[config.mk]
export PLATFORM = sky130hd
export DESIGN_NAME = mac_accumulator
export DESIGN_NICKNAME = d
export VERILOG_FILES = /design/src/rtl/mac_accumulator.sv
export SDC_FILE = /design/constraint.sdc
export NUM_CORES = 1
export LEC_CHECK = 0
export BUFFER_PORTS_ARGS = -buffer_cell sky130_fd_sc_hd__buf_2
export CAP_MARGIN = 20
export CORE_MARGIN = 2
export CORE_UTILIZATION = 55
export DETAILED_ROUTE_END_ITERATION = 12
export GPL_TIMING_DRIVEN = 0
export PLACE_DENSITY = 0.78
export SLEW_MARGIN = 10
export SYNTH_ARGS = -nofsm -noshare
export SYNTH_HDL_FRONTEND = slang
export SYNTH_SLANG_ARGS = --single-unit
[constraint.sdc]
create_clock -name clock -period 4.5 [get_ports clock]
set_input_delay 0 -clock clock [delete_from_list [all_inputs] [get_ports clock]]
set_output_delay 0 -clock clock [all_outputs]
set_load 0.1 [all_outputs]
[src/rtl/mac_accumulator.sv]
// mac_accumulator: sums each group of LEN products into one result with a sticky overflow flag.
// Result appears one cycle after the last accept; define MAC_ACC_SATURATE_EN to saturate instead of wrap.
module mac_accumulator #(
  parameter int PROD_W = 10,
  parameter int ACC_W  = 16,
  parameter int LEN    = 4
) (
  input  logic              clock,
  input  logic              reset_n,
  input  logic              in_valid,
  output logic              in_ready,
  input  logic [PROD_W-1:0] in_product,
  input  logic              in_cout,
  input  logic              in_clear,
  output logic              out_valid,
  input  logic              out_ready,
  output logic [ACC_W-1:0]  out_sum,
  output logic              out_overflow
);

  localparam int CNT_W = (LEN > 1) ? $clog2(LEN) : 1;

  typedef enum logic {ST_ACCUM = 1'b0, ST_DONE = 1'b1} state_t;

  state_t            r_state;
  logic [ACC_W-1:0]  r_acc;
  logic [CNT_W-1:0]  r_cnt;
  logic              r_ovf;
  logic              r_out_valid;
  logic [ACC_W-1:0]  r_out_sum;
  logic              r_out_ovf;

  logic [ACC_W:0]    w_sum;
  logic [ACC_W-1:0]  w_acc_next;
  logic              w_ovf_next;
  logic              w_last;
  logic              w_accept;

  assign w_sum = {1'b0, r_acc} + (ACC_W+1)'(in_product);

`ifdef MAC_ACC_SATURATE_EN
  // Once pinned at all-ones, every later add carries again, so the value sticks for the group.
  assign w_acc_next = w_sum[ACC_W] ? {ACC_W{1'b1}} : w_sum[ACC_W-1:0];
`else
  assign w_acc_next = w_sum[ACC_W-1:0];
`endif

  assign w_ovf_next = r_ovf | w_sum[ACC_W] | in_cout;
  assign w_last     = (r_cnt == CNT_W'(LEN - 1));
  assign in_ready   = (r_state == ST_ACCUM);
  assign w_accept   = in_valid && in_ready;

  assign out_valid    = r_out_valid;
  assign out_sum      = r_out_sum;
  assign out_overflow = r_out_ovf;

  always_ff @(posedge clock) begin
    if (!reset_n) begin
      r_state     <= ST_ACCUM;
      r_acc       <= '0;
      r_cnt       <= '0;
      r_ovf       <= 1'b0;
      r_out_valid <= 1'b0;
      r_out_sum   <= '0;
      r_out_ovf   <= 1'b0;
    end else begin
      case (r_state)
        ST_ACCUM: begin
          if (in_clear) begin
            r_acc <= '0;
            r_cnt <= '0;
            r_ovf <= 1'b0;
          end else if (w_accept) begin
            if (w_last) begin
              r_out_sum   <= w_acc_next;
              r_out_ovf   <= w_ovf_next;
              r_out_valid <= 1'b1;
              r_acc       <= '0;
              r_cnt       <= '0;
              r_ovf       <= 1'b0;
              r_state     <= ST_DONE;
            end else begin
              r_acc <= w_acc_next;
              r_cnt <= r_cnt + CNT_W'(1);
              r_ovf <= w_ovf_next;
            end
          end
        end
        ST_DONE: begin
          // Result is held until taken; in_clear has no meaning here.
          if (out_ready) begin
            r_out_valid <= 1'b0;
            r_state     <= ST_ACCUM;
          end
        end
      endcase
    end
  end

endmodule

## Word level (Yosys, flattened, before mapping)

Index checks and enable logic that the tools add are counted.

- Add/subtract/negate cells: 2
- Equal/unequal tests: 5
- Multiplexer cells: 19
- Bitwise gates (word level): 4
- Reduce and logical (&&, ||, !) cells: 5

Operators by type and width:

| operator | count |
|---|---|
| $mux 16 | 3 |
| $add 16x10->17 | 1 |
| $mux 1 | 11 |
| $reduce_and 4->1 | 2 |
| $mux 2 | 3 |
| $ne 2x1->1 const B | 2 |
| $ne 2x2->1 const B | 2 |
| $pmux 1 s2 | 2 |
| $add 2x1->2 const B | 1 |
| $eq 2x2->1 const B | 1 |
| $not 1->1 | 2 |
| $or 1x1->1 | 2 |
| $reduce_and 2->1 | 1 |
| $reduce_bool 2->1 | 1 |
| $logic_and 1x1->1 | 1 |

- Register bits after elaboration: 38
- Output and inout port bits: 19

## Longest topological paths before layout

- Depth after elaboration: 6
- Mapped depth: 8
- Mapped depth without buffers: 8

## Worst setup path before layout

OpenSTA, ideal clock, no wires.

- Kind: reg2reg
- Start: register r_acc[0]
- End: register r_out_sum[14] (netlist: out_sum[14])
- Library setup time: 136 ps
- Data arrival time: 1,801 ps
- Path slack: 2,563 ps
- Stages on the path, launching flop included: 9
- Path buffers: 0
- Clock period less this slack: 1,937 ps
- Path through: dfxtp_1 -> ha_1 -> inv_1 -> fa_1 -> nor2b_1 -> o2111a_1 -> o21ai_1 -> a2111oi_0 -> a211oi_1

- Word-level cells in the longest chain between the ends: 1

RTL lines:

| what | line | text |
|---|---|---|
| start: declaration | 26 | `logic [ACC_W-1:0] r_acc;` |
| start signal: assignment | 83 | `r_acc <= w_acc_next;` |
| $add 16x10->17 | 39 | `assign w_sum = {1'b0, r_acc} + (ACC_W+1)'(in_product);` |
| end signal: assignment | 75 | `r_out_sum <= w_acc_next;` |
| end: declaration | 30 | `logic [ACC_W-1:0] r_out_sum;` |

No other way between the ends.
A chain may end at the register's enable or synchronous reset.

## Worst setup path in the final report

Same ends and word-level chain as after synthesis.

==> out/results.tsv <==
metric	value	unit
status	finished, final reports clean	
most common cell in the netlist	dfxtp_1	
via count	2096	
first-pass GRT wire length	8.46	mm
Die Y	65.8	um
P&R area growth vs syn	17.3	%
ys flop type	dfxtp_1	
HP Class	primary input to register	
FF-to-FF path depth	8	
total track usage	25.8	%
clock sinks	38	
FF+latch count, synth	38	
Synth area leader	dfxtp_1	
Crit path arrival time	2490	ps
Mapped Avg Cell Area	8.11	um^2
Critical Path RT	4660	ps
Layout Nets	330	
RSZ-0062 raised after global routing	false	
R2R setup slack	2170	ps
routed vias/inst	5.97	
register area	761	um^2
Post-Syn Nets	287	
Leak	0.000979	uW
clk_lat worst skew	300	ps
Root Buffer	clkbuf_8	
Cell Pwr Density	302	mW/mm^2
Post-Syn Instances	259	
Yosys warning total	0	
Worst Hold Endpoint	r_acc[0]	
number of buffers created by CTS	5	
Reg clk slew, reported paths	80	ps
layout cells sized above 1	17.8	%
CP peak stage delay	470	ps
initial antenna violation count	0	
measured slew at the worst slew-check pin	615	ps
Setup Buffers After CTS	0	
slew margin rel.	58.8	%
DP HPWL	3.71	mm
largest net degree at the start of global routing	14	
Antenna Violating Nets Remaining	0	
post-cts resize count	0	
CP Class	register to register	
slowest CP cell	a2111oi_0	
htree depth	2	
Max VDD drop	0.000155	V
CP Launch Type	register	
CTS tree	done	
Fillers	340	
share of Yosys cell area claimed by the top area cell type	36.2	%
CORE AREA	0.00366	mm^2
vias in the first global route	1820	
routability congestion estimate	0.878	
Netlist cell types	49	
Port Buffer Count	34	
Final Cell Area	0.00246	mm^2
Post-synth EDFFs	0	
clock skew	8.38	ps
total negative slack	0	ps
max-slew violation count	0	
hold path depth	4	
register area share after synthesis	36.2	%
Async S/R FF share, synth	0	%
Clock Path Buffers	2	
area of the multi-input gates	0.00123	mm^2
chip width	65.8	um
Routed Wire Length	5.16	mm
cell area after synthesis	0.00210	mm^2
Setup crit end kind	register	
CTS Hold Bufs	2	
GR Overflow Total	0	
row count	22	
DP Area	0.00233	mm^2
DIE AREA	0.00433	mm^2
Tcrit/Tclk final	51.7	%
Residual DRC	0	
Fin. Hold Viols	0	
DR iter-0 viols	115	
dominant cells by area after synthesis	dfxtp_1, ha_1, o21ai_0	
crit path cell chain	ha_1, inv_1, fa_1, nor2b_1, o2111a_1, o21ai_1, a2111oi_0, a211oi_1	
diode count	0	
Fmax achieved	430	MHz
count of final setup violators	0	
reg2reg end	out_sum[14]	
most instantiated cells after synthesis	dfxtp_1, nand2_1, o21ai_0, a21oi_1, nor2_1	
max-cap violations	0	
Ports	35	
Final Critical Period	2330	ps
Starting Density	57.3	%
Worst Hold Launch	in_clear	
post-DR wirelength/cell	14.7	um
worst flop-to-flop path startpoint	r_acc[0]	
CP Max Fanout	4	
drt first pass iters	4	
## cell usage in the layout, fill, tap and decap left out, types with 4 or more instances in the layout
master,instances
nor2_1,19
ha_1,11
a21oi_1,20
o21ai_0,22
clkbuf_1,7
nand3_1,15
dfxtp_1,38
clkbuf_8,5
buf_2,42
or3_1,5
and2_1,4
inv_1,12
a211oi_1,7
nand4_1,4
a31oi_1,9
xor2_1,4
nand2_1,23
## sequential cells by signal, indices dropped and copies added, names as in the netlist
signal        cells
out_sum          16
r_acc            16
r_cnt             2
out_overflow      1
out_valid         1
r_ovf             1
r_state           1
## logic make-up (layout without fill, tap and decap cells)
family,count (synthesis),in the layout,share of synthesized area [%]
AOI/OAI and AO/OA,90,90,28.1
xor gates and xnor gates,5,5,2.09
adders and majority gates,12,12,7.51
buffers and inverters,27,71,5.30
DFF,38,38,36.2
muxes,1,1,0.477
and+or+nand+nor,86,86,20.3
## how the worst max path moves through the flow
| stage | startpoint | to | slack [ps] |
|---|---|---|---|
| 4_1_cts | r_acc[0] | out_sum[14] | 2220 |
| 3_3_place_gp | r_acc[0] | out_sum[14] | 2270 |
| 2_1_floorplan | r_acc[0] | out_sum[14] | 2560 |
| 3_5_place_dp | r_acc[0] | out_sum[14] | 2250 |
| 6_report | r_acc[0] | out_sum[14] | 2170 |
| 5_1_grt | r_acc[0] | out_sum[14] | 2010 |
## critical path, delay by kind of cell (launching register included)
family | cells | cell delay (ps)
AOI/OAI and AO/OA | 4 | 990
adders and majority gates | 2 | 570
buffers and inverters | 1 | 60
DFF | 1 | 340
and+or+nand+nor | 1 | 230
## per-layer routing
layer,wire (um),up-vias,global-route usage (%),part of all wire [%]
met5,0,-,0,0
met4,68,0,9.11,1.3
met3,291,10,5.62,5.6
met2,2400,75,40.2,46
met1,2410,953,35.1,47
li1,-,1058,-,-
## where the power goes
group / total (uW) / leakage (uW) / internal [uW] / switching (uW)
clock: 294 / 0.0000504 / 165 / 129
sequential: 351 / 0.000308 / 345 / 6.00
combinational: 99.1 / 0.000621 / 38.2 / 60.9
## through the flow
stage / hold slack [ps] / cells / total power, uW / utilization [%] / worst slack [ps]
global placement: 201 / 341 / 453 / 63.6 / 2270
finish: 84.1 / 351 / 743 / 67.3 / 2170
global route: 85.6 / 351 / 783 / 67.3 / 2010
floorplan: 99.1 / 259 / 428 / - / 2560
CTS: 72.7 / 351 / 753 / 67.3 / 2220
detailed placement: 206 / 341 / 454 / 63.6 / 2250
## area by class of cell
| type | instances | area share [%] |
|---|---|---|
| inverter | 12 | 1.83 |
| clock buffer | 5 | 2.79 |
| timing repair buffer | 36 | 7.72 |
| sequential | 38 | 30.9 |
| buffer | 15 | 2.69 |
| multi-input combinational | 194 | 49.8 |
| tap | 48 | 2.44 |
| clock inverter | 3 | 1.83 |
Power figures use the tool's default switching activity.
